## config.mk

```make
export PLATFORM = sky130hd
export DESIGN_NAME = ex_muldiv_unit
export DESIGN_NICKNAME = d
export VERILOG_FILES = /design/src/rtl/ex_muldiv_unit.sv
export SDC_FILE = /design/constraint.sdc
export NUM_CORES = 1
export LEC_CHECK = 0
export CELL_PAD_IN_SITES_DETAIL_PLACEMENT = 0
export CELL_PAD_IN_SITES_GLOBAL_PLACEMENT = 2
export CORE_MARGIN = 8
export CORE_UTILIZATION = 38
export DETAILED_ROUTE_END_ITERATION = 8
export GPL_ROUTABILITY_DRIVEN = 0
export GPL_TIMING_DRIVEN = 0
export HOLD_SLACK_MARGIN = 0.05
export PLACE_DENSITY = 0.95
export SLEW_MARGIN = 20
export SYNTH_ARGS = -nofsm -noshare
export SYNTH_HDL_FRONTEND = slang
export SYNTH_SLANG_ARGS = --single-unit
```

## constraint.sdc

```tcl
create_clock -name clk -period 15.15 [get_ports clk]
set_input_delay 2.2725 -clock clk [delete_from_list [all_inputs] [get_ports clk]]
set_output_delay 2.2725 -clock clk [all_outputs]
set_load 0.1 [all_outputs]
```

## src/rtl/ex_muldiv_unit.sv

```systemverilog
// Iterative MULT/MULTU/DIV/DIVU unit with architectural HI/LO registers.
// One radix-2 step per cycle; the front of the pipeline is stalled until the result lands.
module ex_muldiv_unit #(
  parameter int WIDTH = 32
) (
  input  logic             clk,
  input  logic             rst,
  input  logic             valid,
  input  logic [5:0]       alu_op,
  input  logic [WIDTH-1:0] data1,
  input  logic [WIDTH-1:0] data2,
  output logic             stall,
  output logic             busy,
  output logic [WIDTH-1:0] hi,
  output logic [WIDTH-1:0] lo
);

  localparam int CW = (WIDTH > 1) ? $clog2(WIDTH) : 1;

  localparam logic [5:0] OP_MULT  = 6'h18;
  localparam logic [5:0] OP_MULTU = 6'h19;
  localparam logic [5:0] OP_DIV   = 6'h1A;
  localparam logic [5:0] OP_DIVU  = 6'h1B;
  localparam logic [5:0] OP_MTHI  = 6'h11;
  localparam logic [5:0] OP_MTLO  = 6'h13;

  typedef enum logic [1:0] {IDLE, BUSY, DONE} state_t;

  state_t           state, state_next;
  logic [CW-1:0]    cnt;
  logic [WIDTH:0]   acc, acc_n;
  logic [WIDTH-1:0] mq, mq_n, opnd, src;
  logic             is_div, neg_q, neg_r, div_zero;

  logic             is_md, op_signed, op_div, start;
  logic             a_neg, b_neg;
  logic [WIDTH-1:0] a_mag, b_mag;

  assign is_md     = (alu_op == OP_MULT) || (alu_op == OP_MULTU) ||
                     (alu_op == OP_DIV)  || (alu_op == OP_DIVU);
  assign op_signed = (alu_op == OP_MULT) || (alu_op == OP_DIV);
  assign op_div    = (alu_op == OP_DIV)  || (alu_op == OP_DIVU);
  assign start     = (state == IDLE) && valid && is_md;

  assign a_neg = op_signed && data1[WIDTH-1];
  assign b_neg = op_signed && data2[WIDTH-1];
  assign a_mag = a_neg ? (-data1) : data1;
  assign b_mag = b_neg ? (-data2) : data2;

  assign stall = start || (state == BUSY);
  assign busy  = (state == BUSY);

  // Single step: shift-add for multiply (acc:mq shifts right),
  // restoring shift-subtract for divide (acc:mq shifts left, quotient enters mq).
  logic [WIDTH:0] sum, shifted, diff;
  always_comb begin
    acc_n   = acc;
    mq_n    = mq;
    sum     = '0;
    shifted = '0;
    diff    = '0;
    if (is_div) begin
      shifted = {acc[WIDTH-1:0], mq[WIDTH-1]};
      diff    = shifted - {1'b0, opnd};
      if (!diff[WIDTH]) begin
        acc_n = diff;
        mq_n  = {mq[WIDTH-2:0], 1'b1};
      end else begin
        acc_n = shifted;
        mq_n  = {mq[WIDTH-2:0], 1'b0};
      end
    end else begin
      sum   = mq[0] ? (acc + {1'b0, opnd}) : acc;
      acc_n = {1'b0, sum[WIDTH:1]};
      mq_n  = {sum[0], mq[WIDTH-1:1]};
    end
  end

  // Sign-corrected results from the final step, written on the last BUSY edge.
  logic [2*WIDTH-1:0] prod, prod_s;
  logic [WIDTH-1:0]   quo, rem, res_hi, res_lo;
  always_comb begin
    prod   = {acc_n[WIDTH-1:0], mq_n};
    prod_s = neg_q ? (-prod) : prod;
    quo    = neg_q ? (-mq_n) : mq_n;
    rem    = neg_r ? (-acc_n[WIDTH-1:0]) : acc_n[WIDTH-1:0];
    res_hi = prod_s[2*WIDTH-1:WIDTH];
    res_lo = prod_s[WIDTH-1:0];
    if (is_div) begin
      if (div_zero) begin
        res_hi = src;
        res_lo = '1;
      end else begin
        res_hi = rem;
        res_lo = quo;
      end
    end
  end

  always_ff @(posedge clk or posedge rst) begin
    if (rst) state <= IDLE;
    else     state <= state_next;
  end

  always_comb begin
    state_next = state;
    case (state)
      IDLE:    if (start) state_next = BUSY;
      BUSY:    if (cnt == '0) state_next = DONE;
      DONE:    state_next = IDLE;
      default: state_next = IDLE;
    endcase
  end

  always_ff @(posedge clk or posedge rst) begin
    if (rst) begin
      cnt      <= '0;
      acc      <= '0;
      mq       <= '0;
      opnd     <= '0;
      src      <= '0;
      is_div   <= 1'b0;
      neg_q    <= 1'b0;
      neg_r    <= 1'b0;
      div_zero <= 1'b0;
      hi       <= '0;
      lo       <= '0;
    end else begin
      case (state)
        IDLE: begin
          if (start) begin
            cnt      <= CW'(WIDTH - 1);
            acc      <= '0;
            mq       <= op_div ? a_mag : b_mag;
            opnd     <= op_div ? b_mag : a_mag;
            src      <= data1;
            is_div   <= op_div;
            neg_q    <= a_neg ^ b_neg;
            neg_r    <= a_neg;
            div_zero <= (data2 == '0);
          end else if (valid && alu_op == OP_MTHI) begin
            hi <= data1;
          end else if (valid && alu_op == OP_MTLO) begin
            lo <= data1;
          end
        end
        BUSY: begin
          acc <= acc_n;
          mq  <= mq_n;
          cnt <= cnt - 1'b1;
          if (cnt == '0) begin
            hi <= res_hi;
            lo <= res_lo;
          end
        end
        default: ;
      endcase
    end
  end

endmodule

```

==> key figures <==
Status
  • Status: completed

Global route
  • Initial antenna violation count: 1
  • Largest net degree at the start of global routing: about 100
  • Overflow after GRT: 0
  • Number of global-route vias before repair: just under 20000
  • Overall Global Routing Usage: between 20% and 30%
  • First-pass GRT wire length: 122.2 mm

STA
  • Final worst path period need: ~8900 ps
  • Final Hold Viols: 0
  • Slew HR: between 10% and 20%
  • Worst-margin pin slew: approximately 1200 ps
  • Worst-case clock skew: 14.95 ps
  • Setup ws final: 6267 ps
  • RSZ-0062 raised after global routing: false
  • Final Max Tran Viols: 0
  • Fin Setup TNS: 0 ps
  • Fin crit share: 58.64%
  • Maximum clock rate: roughly 110 MHz
  • Setup violations, final: 0

Worst setup path
  • Reg2Reg Launch Point: acc[12]
  • Crit-path slowest cell: o41ai_2
  • Critical Path Sink Type: register
  • CP max FO: 10
  • R2R setup slack: between 6000 and 7000 ps
  • CP Data Arrival Time: 9310 ps
  • Most numerous cell on the critical path: ha_1
  • Family with the most delay on the worst path: compound AO/OA/AOI/OAI gates
  • Worst path max stage delay: between 700 and 800 ps
  • Setup CP Type: register to register
  • Bufs and invs on worst path: 4
  • Critical Path RT: approximately 16000 ps
  • Crit path from: acc[12]
  • Nature of the critical path startpoint: register

Clock network
  • Reg clk slew, reported paths: approximately 70 ps
  • Post-CTS Setup Bufs: 0
  • Clk_lat worst skew: about 560 ps
  • TritonCTS Buffers: 24
  • CTS tree: done
  • Hold Buf Count CTS: 0
  • Root Driver: clkbuf_16
  • H-Tree Level Count: 1
  • Post-cts gate resize count: 0
  • Clk sink count: just over 200
  • Max clock buf depth: 3

Drt
  • Wirelength per Cell: approximately 26 µm
  • DRC violations left: 0
  • Vias/cell: approximately 6.3
  • DRT antenna net count: 0
  • Starting DRT DRC Count: 2437
  • Drt pass-1 iters: 6
  • Total number of vias: approximately 20000
  • Drt total wl: 84.23 mm

Hold path
  • Hold Path Class: register to register
  • Hold path start: src[26]

Logic synthesis
  • Distinct cells, synth: between 100 and 150
  • Synth Warn #: 0
  • EDFF count, synth: 0
  • Syn avg cell area: ~7.5 µm²
  • Post-synth top flop: dfrtp_1
  • Largest cells by area after synthesis: dfrtp_1 (28%), nand2_1 (8.8%), o21ai_0 (7.1%)
  • Post-synth top area cell: dfrtp_1
  • Post-synth top area share: between 20% and 30%
  • Syn_nets: approximately 2500
  • Synth async-reset ratio: 100.0%
  • Sequential fraction of the synthesis area: between 20 and 30%
  • Synth Register Bits: 204
  • Post-Syn Area: ~0.018 mm²
  • Synth Instances: about 2400

Layout
  • Nets: roughly 2700
  • Fin cells: about 3200
  • Share of layout cells above drive strength 1: around 4.9%
  • Area delta synth->final: 16.50%
  • Most common cell after layout, fill and taps aside: nand2_1
  • Commonest cells after routing, fill and taps aside: nand2_1 (424), o21ai_0 (256), dfrtp_1 (204), a21oi_1 (170), nor2_1 (154)

Floorplanning
  • Core area: around 0.047 mm²
  • Die Span Y: about 230 µm
  • Initial Util: between 30% and 40%
  • Die Wd: 234.0 µm
  • Die area: around 0.055 mm²
  • IO Pins: 139
  • # rows: 80

Placement
  • Pre-CTS setup slack: 6563 ps
  • Post-Place Cells: around 3100
  • DP Wirelength: 66.72 mm
  • PortBufs: between 100 and 150

Job
  • Max Cap Viol: 0
## flip-flops by register name, summed over array words and instances, names as in the netlist
| register | cells |
|---|---|
| acc | 33 |
| cnt | 5 |
| div_zero | 1 |
| hi | 32 |
| is_div | 1 |
| lo | 32 |
| mq | 32 |
| neg_q | 1 |
| neg_r | 1 |
| opnd | 32 |
| src | 32 |
| state | 2 |
## per-stage QoR
stage	area [µm²]	util (%)	hold slack [ps]
floorplan	18060	-	436.9
global placement	20150	42.56	460.1
detailed placement	20220	42.71	464.1
CTS	21040	44.43	479.2
global route	21040	44.43	492.8
finish	21040	44.44	480.7
## kinds of logic (layout without fill, tap and decap cells)
kind of cell	Yosys count	after routing	share of synthesized area [%]
AOI/OAI and AO/OA	791	791	28.25
xor gates and xnor gates	170	170	8.244
adders and majority gates	73	73	5.141
buffers and inverters	234	410	5.002
DFF	204	204	28.27
muxes	54	54	3.021
other	0	1	0
and+or+nand+nor	869	869	22.07
## worst paths after layout
path                           end  depth (start not counted)
max reg2reg                 hi[14]                         29
min                        src[26]                          2
max                         hi[14]                         29
min in group asynchronous   lo[20]                          2
min reg2reg                src[26]                          2
max in group asynchronous  acc[15]                          3
## worst min-delay path: stages (launching register included)
cell and delay (ps):
dfrtp_1 340, nand2_1 50, nand2_1 60
## synth_stat cells (all sizes together) (6+ instances only)
cell and n:
a211oi 19, a21o 22, a21oi 174, a221o 7, a221oi 10, a22o 9, a31oi 18, and2 12
and3 20, buf 26, clkbuf 132, dfrtp 204, ha 71, inv 74, mux2i 50, nand2 428
nand2b 16, nand3 58, nand4 30, nor2 157, nor2b 8, nor3 60, nor3b 6, nor4 16
o211ai 46, o21a 14, o21ai 274, o21bai 8, o221ai 36, o22ai 56, o31ai 35, o41ai 8
or2 14, or3 20, or4 9, xnor2 83, xor2 87
## final cells by class
class | count | area, µm²
fill | 4863 | 26310
multi-input combinational | 1957 | 12060
sequential | 204 | 5105
timing repair buffer | 134 | 1376
tap | 615 | 769.5
clock buffer | 35 | 723.2
buffer | 158 | 618.1
inverter | 76 | 292.8
clock inverter | 7 | 95.09
antenna | 1 | 2.502
## per-layer routing
layer	track usage [%]	wire [µm]
met1	38.29	33850
met5	0	0
met3	7.064	8097
met4	15.79	5176
met2	45.95	37100
Power is left out: the tool's default activity adds up to more than one toggle a clock period on the data nets, which glitch-free logic cannot reach.
